File: src/rtl/hazard_controller_if.sv
// Pipeline hazard signals between the 5-stage datapath and hazard_controller.
// master = controller side (drives enables/flushes/counters), slave = datapath side.
`timescale 1ns/1ps
interface hazard_controller_if #(
    parameter int CNT_W = 16
);
    logic             IDEX_MemRd;
    logic [4:0]       IDEX_Rd;
    logic [4:0]       IFID_Rs;
    logic [4:0]       IFID_Rt;
    logic             ID_UsesRt;
    logic             EX_BranchTaken;
    logic             ID_Jump;
    logic             mem_busy;
    logic             irq;
    logic             kernel_mode;

    logic             PCWrite;
    logic             IFIDWrite;
    logic             IFIDFlush;
    logic             IDEXFlush;
    logic             ExcSel;
    logic [31:0]      exc_vec;
    logic             irq_ack;
    logic [CNT_W-1:0] stall_cnt;
    logic [CNT_W-1:0] flush_cnt;

    modport master (
        input  IDEX_MemRd, IDEX_Rd, IFID_Rs, IFID_Rt, ID_UsesRt,
               EX_BranchTaken, ID_Jump, mem_busy, irq, kernel_mode,
        output PCWrite, IFIDWrite, IFIDFlush, IDEXFlush, ExcSel, exc_vec,
               irq_ack, stall_cnt, flush_cnt
    );

    modport slave (
        output IDEX_MemRd, IDEX_Rd, IFID_Rs, IFID_Rt, ID_UsesRt,
               EX_BranchTaken, ID_Jump, mem_busy, irq, kernel_mode,
        input  PCWrite, IFIDWrite, IFIDFlush, IDEXFlush, ExcSel, exc_vec,
               irq_ack, stall_cnt, flush_cnt
    );
endinterface

File: src/rtl/hazard_controller.sv
// Pipeline sequencing: load-use stall, branch/jump flush, memory freeze, irq entry.
// Outputs are same-cycle combinational; mem_busy freezes everything including counters.
`timescale 1ns/1ps
module hazard_controller #(
    parameter int          CNT_W   = 16,
    parameter logic [31:0] EXC_VEC = 32'h80000004
) (
    input  logic                       clk,
    input  logic                       reset,
    hazard_controller_if.master        hz
);
    typedef enum logic [1:0] {RUN, IRQ_WAIT, IRQ_ENTER} state_t;

    state_t           state, state_nxt;
    logic [CNT_W-1:0] stall_cnt, flush_cnt;
    logic             lu, irq_req, clean;
    logic             inc_stall, inc_flush;
    logic             pc_wr, ifid_wr, ifid_fl, idex_fl, exc_sel, ack;

    assign lu = hz.IDEX_MemRd && (hz.IDEX_Rd != 5'd0) &&
                ((hz.IDEX_Rd == hz.IFID_Rs) || (hz.ID_UsesRt && (hz.IDEX_Rd == hz.IFID_Rt)));
    assign irq_req = hz.irq && !hz.kernel_mode;
    // Entry only on a cycle with no freeze, no shadow and no stall
    assign clean   = !hz.mem_busy && !hz.EX_BranchTaken && !hz.ID_Jump && !lu;

    always_ff @(posedge clk) begin
        if (reset) begin
            state     <= RUN;
            stall_cnt <= '0;
            flush_cnt <= '0;
        end else begin
            state <= state_nxt;
            if (inc_stall && (stall_cnt != {CNT_W{1'b1}}))
                stall_cnt <= stall_cnt + 1'b1;
            if (inc_flush && (flush_cnt != {CNT_W{1'b1}}))
                flush_cnt <= flush_cnt + 1'b1;
        end
    end

    always_comb begin
        state_nxt = state;
        pc_wr     = 1'b1;
        ifid_wr   = 1'b1;
        ifid_fl   = 1'b0;
        idex_fl   = 1'b0;
        exc_sel   = 1'b0;
        ack       = 1'b0;
        inc_stall = 1'b0;
        inc_flush = 1'b0;

        case (state)
            RUN:       if (irq_req) state_nxt = IRQ_WAIT;
            IRQ_WAIT:  if (!hz.irq) state_nxt = RUN;
                       else if (clean) state_nxt = IRQ_ENTER;
            IRQ_ENTER: state_nxt = RUN;
            default:   state_nxt = RUN;
        endcase

        if (hz.mem_busy) begin
            pc_wr     = 1'b0;
            ifid_wr   = 1'b0;
            state_nxt = (state == RUN && irq_req) ? IRQ_WAIT : state;
        end else if (hz.EX_BranchTaken) begin
            ifid_fl   = 1'b1;
            idex_fl   = 1'b1;
            inc_flush = 1'b1;
            if (state == IRQ_ENTER)
                state_nxt = IRQ_WAIT;
        end else if (state == IRQ_ENTER) begin
            exc_sel   = 1'b1;
            ifid_fl   = 1'b1;
            idex_fl   = 1'b1;
            ack       = 1'b1;
            inc_flush = 1'b1;
        end else if (hz.ID_Jump) begin
            ifid_fl   = 1'b1;
            inc_flush = 1'b1;
        end else if (lu) begin
            pc_wr     = 1'b0;
            ifid_wr   = 1'b0;
            idex_fl   = 1'b1;
            inc_stall = 1'b1;
        end

        // Reset flushes the pipe and suppresses any pending entry
        if (reset) begin
            pc_wr   = 1'b1;
            ifid_wr = 1'b1;
            ifid_fl = 1'b1;
            idex_fl = 1'b1;
            exc_sel = 1'b0;
            ack     = 1'b0;
        end
    end

    assign hz.PCWrite   = pc_wr;
    assign hz.IFIDWrite = ifid_wr;
    assign hz.IFIDFlush = ifid_fl;
    assign hz.IDEXFlush = idex_fl;
    assign hz.ExcSel    = exc_sel;
    assign hz.exc_vec   = EXC_VEC;
    assign hz.irq_ack   = ack;
    assign hz.stall_cnt = stall_cnt;
    assign hz.flush_cnt = flush_cnt;
endmodule

File: src/flat_wrapper.sv
// flat-port wrapper written by rule: the top's interface ports become plain ports
module hazard_controller_flat 
#(
    parameter int          CNT_W   = 16,
    parameter logic [31:0] EXC_VEC = 32'h80000004
)
  (clk, reset, hz_IDEX_MemRd, hz_IDEX_Rd, hz_IFID_Rs, hz_IFID_Rt, hz_ID_UsesRt, hz_EX_BranchTaken, hz_ID_Jump, hz_mem_busy, hz_irq, hz_kernel_mode, hz_PCWrite, hz_IFIDWrite, hz_IFIDFlush, hz_IDEXFlush, hz_ExcSel, hz_exc_vec, hz_irq_ack, hz_stall_cnt, hz_flush_cnt);
  hazard_controller_if #(.CNT_W(CNT_W)) hz_i ();
  input  logic clk;
  input  logic reset;
  input wire logic [$bits(hz_i.IDEX_MemRd)-1:0] hz_IDEX_MemRd;
  input wire logic [$bits(hz_i.IDEX_Rd)-1:0] hz_IDEX_Rd;
  input wire logic [$bits(hz_i.IFID_Rs)-1:0] hz_IFID_Rs;
  input wire logic [$bits(hz_i.IFID_Rt)-1:0] hz_IFID_Rt;
  input wire logic [$bits(hz_i.ID_UsesRt)-1:0] hz_ID_UsesRt;
  input wire logic [$bits(hz_i.EX_BranchTaken)-1:0] hz_EX_BranchTaken;
  input wire logic [$bits(hz_i.ID_Jump)-1:0] hz_ID_Jump;
  input wire logic [$bits(hz_i.mem_busy)-1:0] hz_mem_busy;
  input wire logic [$bits(hz_i.irq)-1:0] hz_irq;
  input wire logic [$bits(hz_i.kernel_mode)-1:0] hz_kernel_mode;
  output wire logic [$bits(hz_i.PCWrite)-1:0] hz_PCWrite;
  output wire logic [$bits(hz_i.IFIDWrite)-1:0] hz_IFIDWrite;
  output wire logic [$bits(hz_i.IFIDFlush)-1:0] hz_IFIDFlush;
  output wire logic [$bits(hz_i.IDEXFlush)-1:0] hz_IDEXFlush;
  output wire logic [$bits(hz_i.ExcSel)-1:0] hz_ExcSel;
  output wire logic [$bits(hz_i.exc_vec)-1:0] hz_exc_vec;
  output wire logic [$bits(hz_i.irq_ack)-1:0] hz_irq_ack;
  output wire logic [$bits(hz_i.stall_cnt)-1:0] hz_stall_cnt;
  output wire logic [$bits(hz_i.flush_cnt)-1:0] hz_flush_cnt;
  assign hz_i.IDEX_MemRd = hz_IDEX_MemRd;
  assign hz_i.IDEX_Rd = hz_IDEX_Rd;
  assign hz_i.IFID_Rs = hz_IFID_Rs;
  assign hz_i.IFID_Rt = hz_IFID_Rt;
  assign hz_i.ID_UsesRt = hz_ID_UsesRt;
  assign hz_i.EX_BranchTaken = hz_EX_BranchTaken;
  assign hz_i.ID_Jump = hz_ID_Jump;
  assign hz_i.mem_busy = hz_mem_busy;
  assign hz_i.irq = hz_irq;
  assign hz_i.kernel_mode = hz_kernel_mode;
  assign hz_PCWrite = hz_i.PCWrite;
  assign hz_IFIDWrite = hz_i.IFIDWrite;
  assign hz_IFIDFlush = hz_i.IFIDFlush;
  assign hz_IDEXFlush = hz_i.IDEXFlush;
  assign hz_ExcSel = hz_i.ExcSel;
  assign hz_exc_vec = hz_i.exc_vec;
  assign hz_irq_ack = hz_i.irq_ack;
  assign hz_stall_cnt = hz_i.stall_cnt;
  assign hz_flush_cnt = hz_i.flush_cnt;
  hazard_controller #(.CNT_W(CNT_W), .EXC_VEC(EXC_VEC)) u_core (.clk(clk), .reset(reset), .hz(hz_i));
endmodule
File: config.mk
export PLATFORM = sky130hd
export DESIGN_NAME = hazard_controller_flat
export DESIGN_NICKNAME = d
export VERILOG_FILES = /design/src/rtl/hazard_controller_if.sv /design/src/rtl/hazard_controller.sv /design/src/flat_wrapper.sv
export SDC_FILE = /design/constraint.sdc
export NUM_CORES = 1
export LEC_CHECK = 0
export CAP_MARGIN = 20
export CORE_AREA = 2 2 74 76
export DETAILED_ROUTE_END_ITERATION = 8
export DIE_AREA = 0 0 76 78
export PLACE_DENSITY_LB_ADDON = 0.25
export SETUP_SLACK_MARGIN = 0.05
export SLEW_MARGIN = 20
export SYNTH_ARGS = -nofsm -noshare
export SYNTH_HDL_FRONTEND = slang
export SYNTH_SLANG_ARGS = --single-unit
File: constraint.sdc
create_clock -name clk -period 5.3 [get_ports clk]
set_clock_uncertainty 0.2 [all_clocks]
set_input_delay 1.06 -clock clk [delete_from_list [all_inputs] [get_ports clk]]
set_output_delay 1.06 -clock clk [all_outputs]
set_load 0.01 [all_outputs]
==> results.md, run 1 <==
- Status: complete, no violations
- Largest net degree at the start of global routing: 44
- Area Overhead vs Synth: 26.6%
- Largest family of logic cells by synthesized area: simple AND/OR/NAND/NOR gates
- Cts bufs inserted: 5
- Syn Inst Count: 275
- Vias in the first global route: 1768
- Worst hold path class: flip-flop to flip-flop
- Crit path time final: 4.45 ns
- Top cells by area, synth: dfxtp_1, buf_4, xor2_1
- Syn. warnings: 0
- Final antenna diode count: 0
- Syn_area_per_cell: 8.17 sq um
- Vias: 2011
- # H-tree levels: 2
- Vias per cell: 5.04
- First-pass GRT wire length: 7.99 mm
- Post-synthesis adder-cell area fraction: 1.11%
- Initial antenna violation count: 0
- Synthesized cell area: 2250 sq um
- Worst skew pair latency: 0.28 ns
- Final Setup Violations: 0
- Nets: 356
- Reg2reg start: u_core.hz.stall_cnt[0]
- Drt initial violations: 118
- Clock transition at path regs: 0.06 ns
- Post-cts hold buffer count: 0
- Leak: 0.00104 uW
- Clock sink count: 34
- Overall power: 517 uW
- Pins Over Slew Limit: 0
- Worst path arrival time: 3.19 ns
- Crit path required time: 4.04 ns
- DIE WIDTH: 76 um
- Bufs on Longest Clock Path: 2
- Area share of the leading cell type in the synthesized netlist: 30.3%
- Crit-path max FO: 27
- Sequential share of the synthesized area: 30.3%
- Number of library cell types mapped by synthesis: 45
- RSZ-0062 raised after global routing: false
- I/O pins: 94
- Post-CTS Resized: 0
- Fill count: 490
- Routed Antenna Nets: 0
- DP HPWL: 3.50 mm
- Proportion of layout cells with a drive suffix above 1: 6.38%
- TritonCTS clock tree: yes
- Pwr dens: 182 nW/um^2
- Multiplexer share of the synthesized area: 5.40%
- Gr usage total: 16.1%
- Crit start category: input port
- Reg2reg setup slack: 2.80 ns
- Rows: 26
- Flops & latches, synth: 34
- CP endpoint kind: output pin
- Final TNS setup: 0 ns
- Min-delay src: u_core.hz.stall_cnt[4]
- Final hold vios: 0
- Synth Area in Compound Gates: 11.5%
- Core area: 5040 sq um
- Starting Density: 44.5%
- Setup crit start: hz_IDEX_Rd[4]
- Area leader, netlist: dfxtp_1
- Remaining routing DRC violations: 0
- Fmax: 225 MHz
- Peak VDD IR: 0.000113 V
- Max_cap viols: 0
- Gpl congestion: 0.804
- Clock root cell: clkbuf_8
- Initial DRT Pass Iterations: 4
- Die H: 78 um
- DR WL/cell: 12.2 um
- Slew HR: 32.4%
- Slew @ Worst Pin: 1.01 ns
- Port bufs: 61
- Detailed Route WL: 4.85 mm
- Setup Crit Path Kind: input port to output pin
- Die area: 5930 sq um
- Synth Area in Simple Gates: 27.9%
- Final worst-path cycle share: 83.9%
- XOR/XNOR Fraction of Synth Area: 8.58%
- Grt ovf: 0
- Post-CTS setup buffer count: 0
==> stage by stage <==
stage          cells  hold slack (ns)  util, %  cell area, sq um  worst slack (ns)
5_1_grt          399            0.341     56.4              2840             0.717
4_1_cts          399            0.302     56.4              2840             0.825
3_3_place_gp     393            0.280     54.7              2760             0.849
2_1_floorplan    305            0.283        -              2360              1.53
6_report         399            0.298     56.4              2840             0.851
3_5_place_dp     393            0.291     54.7              2760             0.829
==> worst max-delay path, cell delays in order <==
cell and delay, ns:
clkdlybuf4s50_1 0.52, xor2_1 0.17, nor4_1 0.07, a32oi_1 0.24
buf_4 0.31, nor3_1 0.08, o21bai_1 0.16, clkdlybuf4s50_1 0.57
==> sequential cells by signal, indices dropped and copies added, names as in the netlist <==
name                 cells
u_core.hz.flush_cnt     16
u_core.hz.stall_cnt     16
u_core.state             2
==> layout make-up <==
cell class,count,area [sq um],share of cell area [%]
Inverter,6,22.5,0.792
Tap cell,70,87.6,3.08
Sequential cell,34,681,23.9
Multi-Input combinational cell,220,1340,47.3
Clock buffer,6,82.6,2.90
Timing Repair Buffer,63,626,22.0
==> layer usage <==
layer / up-vias / track usage [%] / wire, um
li1: 1015 / - / -
met1: 929 / 20.9 / 2260
met2: 62 / 26.4 / 2260
met3: 5 / 4.88 / 295
met4: 0 / 3.82 / 32
met5: - / 0 / 0
==> layout by cell type (no fill, tap or decap), types with 3 or more instances in the layout <==
cell type | Yosys | layout
o31ai_1 | 6 | 6
nand4b_1 | 3 | 3
o211ai_1 | 5 | 5
and2_1 | 4 | 4
nand4_1 | 7 | 7
nor2b_1 | 7 | 7
clkbuf_8 | 0 | 6
clkdlybuf4s50_1 | 0 | 61
o21ai_0 | 4 | 4
mux2_2 | 9 | 9
or4_1 | 7 | 7
conb_1 | 2 | 32
a21oi_1 | 11 | 11
nor3_1 | 11 | 11
and3_1 | 7 | 7
nand2_1 | 13 | 13
nand3_1 | 12 | 12
and4_1 | 4 | 4
xor2_1 | 21 | 21
dfxtp_1 | 34 | 34
inv_1 | 6 | 6
nor2_1 | 29 | 29
==> final timing paths <==
path,cells after the start,end
setup / recovery,8,hz_PCWrite
hold / removal,2,u_core.hz.stall_cnt[4]
setup reg to reg,5,u_core.hz.stall_cnt[9]
hold reg to reg,2,u_core.hz.stall_cnt[4]
==> synth_stat cells, drive strengths merged <==
cell and instances:
inv 6, clkbuf 8, nor2 29, a21oi 11, a2111oi 2, and2 4, xor2 21, o32ai 1
conb 2, mux2i 2, nand3 12, nor2b 7, mux2 9, or4 7, and3 7, nor4 2
or2 2, ha 2, nand2b 1, nand4b 3, or3 2, nor3b 2, and4 4, nor3 11
o21a 1, nand3b 1, o31ai 6, o211ai 5, o22ai 1, a32oi 1, nor4b 1, dfxtp 34
o21bai 2, or3b 1, buf 37, a311o 1, o21ai 5, nand2 13, xnor2 1, o311a 1
nand4 7
==> power breakdown <==
group	leakage, uW	switching, uW	total (uW)	internal, uW
sequential	0.000274	2.85	261	258
combinational	0.000720	38.4	70.3	31.9
clock	0.0000431	85.6	186	100
==> cells by family after synthesis <==
family | Yosys count
AND/OR/NAND/NOR | 116
adder cells (fa/ha/maj) | 2
multiplexers | 11
flip-flops | 34
AO/OA/AOI/OAI | 37
buffers and inverters | 51
other | 2
XOR/XNOR | 22
Note: power is estimated with default switching activity, not from simulation.
==> run 2: changes to the inputs <==
--- a/config.mk
+++ b/config.mk
@@ -6,9 +6,9 @@
 export NUM_CORES = 1
 export LEC_CHECK = 0
 export CAP_MARGIN = 20
-export CORE_AREA = 2 2 74 76
+export CORE_AREA = 2 2 76 78
 export DETAILED_ROUTE_END_ITERATION = 8
-export DIE_AREA = 0 0 76 78
+export DIE_AREA = 0 0 78 80
 export PLACE_DENSITY_LB_ADDON = 0.25
 export SETUP_SLACK_MARGIN = 0.05
 export SLEW_MARGIN = 20
==> constraint.sdc (replaced) <==
create_clock -name clk -period 4.3 [get_ports clk]
set_clock_uncertainty 0.2 [all_clocks]
set_input_delay 0.86 -clock clk [delete_from_list [all_inputs] [get_ports clk]]
set_output_delay 0.86 -clock clk [all_outputs]
set_load 0.01 [all_outputs]
==> results.md, run 2 (synthesis results as in run 1) <==
- Die area: 6240 sq um
- Cell Chain, Critical Path: clkdlybuf4s50_1 > or4_1 > o21ai_2 > nor3_1 > o21bai_1 > clkdlybuf4s50_1
- Rows: 27
- Switching share of power: 24.3%
- Slew @ Worst Pin: 0.725 ns
- Peak VDD IR: 0.000162 V
- Worst hold path class: flip-flop to flip-flop
- Nets: 358
- Crit start category: input port
- Vias per cell: 5.00
- Final Setup Violations: 0
- Starting Density: 41.6%
- Post-layout instance area: 2890 sq um
- RSZ-0062 raised after global routing: false
- Remaining routing DRC violations: 0
- Most frequent cells in the layout: clkdlybuf4s50_1, dfxtp_1, conb_1
- Multi-input logic area: 1340 sq um
- Cts bufs inserted: 5
- Bufs on Longest Clock Path: 2
- Post-CTS setup buffer count: 0
- Worst skew pair latency: 0.28 ns
- Crit path max-delay family: buffers and inverters
- # H-tree levels: 2
- Combinational power share: 12.8%
- Critical Path Most Common Cell: clkdlybuf4s50_1
- Fmax: 247 MHz
- Placed Area: 2780 sq um
- Seq pwr share: 46.8%
- Post-cts hold buffer count: 0
- Post-CTS Resized: 0
- DP HPWL: 3.75 mm
- I/O pins: 94
- Initial DRT Pass Iterations: 4
- Overall power: 685 uW
- Gpl congestion: 0.815
- Proportion of layout cells with a drive suffix above 1: 7.51%
- Final antenna diode count: 0
- Switching pwr: 166 uW
- Clock root cell: clkbuf_8
- Drt initial violations: 78
- Gr usage total: 17.2%
- CP max-delay cell: or4_1
- Highest metal used: met4
- Pins Over Slew Limit: 0
- Status: complete, no violations
- Max stage delay on crit path: 0.57 ns
- DIE WIDTH: 78 um
- Slew HR: 51.6%
- Dpl cells: 397
- Leak: 0.00106 uW
- Setup Crit Path Kind: input port to output pin
- CP bufs+invs: 2
- Vias in the first global route: 1975
- Clock transition at path regs: 0.07 ns
- Clk pwr share: 40.4%
- Port bufs: 61
- Clock sink count: 34
- Routed Antenna Nets: 0
- Fin cells: 405
- First-pass GRT wire length: 8.76 mm
- Core area: 5410 sq um
- Largest net degree at the start of global routing: 45
- Biggest regs: u_core.hz.flush_cnt: 16 flops, u_core.hz.stall_cnt: 16 flops, u_core.state: 2 flops
- Wire length on met2: 2.56 mm
- Fill count: 522
- Detailed Route WL: 5.11 mm
- Cell internal pwr: 519 uW
- Final TNS setup: 0 ns
- Vias: 2025
- Max_cap viols: 0
- Most common cell after layout, fill and taps aside: clkdlybuf4s50_1
- Pwr dens: 237 nW/um^2
- DR WL/cell: 12.6 um
- Final worst-path cycle share: 94.1%
- Grt ovf: 0
- Area Overhead vs Synth: 28.6%
- Worst path arrival time: 2.99 ns
- CP endpoint kind: output pin
- Final hold vios: 0
- FF/Latch Area: 681 sq um
- Met3 WL: 240 um
- Crit path time final: 4.05 ns
- Die H: 80 um
- Crit-path max FO: 5
- Crit path required time: 3.24 ns
- Initial antenna violation count: 0
- Wl on met1: 2.20 mm
- TritonCTS clock tree: yes
run 2: changes by cell type in the layout (fill, tap and decap cells not counted), sizes merged:
cell    previous run  this run
buf                2         4
clkbuf             6         8
run 2: worst paths after layout:
check                              start                endpoint  slack, ns  cells after the start
setup reg to reg  u_core.hz.stall_cnt[0]  u_core.hz.stall_cnt[3]       1.72                      6
hold reg to reg   u_core.hz.stall_cnt[4]  u_core.hz.stall_cnt[4]       0.29                      2
hold / removal    u_core.hz.stall_cnt[4]  u_core.hz.stall_cnt[4]       0.29                      2
setup / recovery           hz_IDEX_Rd[0]            hz_IFIDWrite       0.25                      6
run 2: routing by layer:
layer	up-vias	track usage, %
met5	-	0
met4	0	6.49
met3	12	3.73
met2	62	30.9
met1	929	19.9
li1	1022	-
run 2: final cells by class:
class | instances | area share [%]
tap | 72 | 3.12
inverter | 6 | 0.780
clock buffer | 8 | 3.81
timing repair buffer | 65 | 22.2
multi-input combinational | 220 | 46.5
sequential | 34 | 23.6
run 2: power by group through the flow:
stage,logic [uW],registers (uW),clock network [uW]
global route,96.1,321,299
finish,87.6,321,276
floorplan,68.8,328,0
CTS,87.6,321,284
detailed placement,87.3,328,0
global placement,86.0,328,0
run 2: worst reg2reg max path: stages (launching register included):
cell     delay [ns]
dfxtp_1        0.37
ha_1           0.24
and3_1         0.25
a311o_1        0.56
buf_4          0.25
or4_1          0.46
a21oi_1        0.17
run 2: metrics by stage:
stage          hold WS, ns  setup slack, ns  util, %
2_1_floorplan        0.283            0.927        -
3_3_place_gp         0.275            0.309     51.4
3_5_place_dp         0.283            0.239     51.4
4_1_cts              0.294            0.235     53.4
5_1_grt              0.324            0.126     53.4
6_report             0.293            0.252     53.4
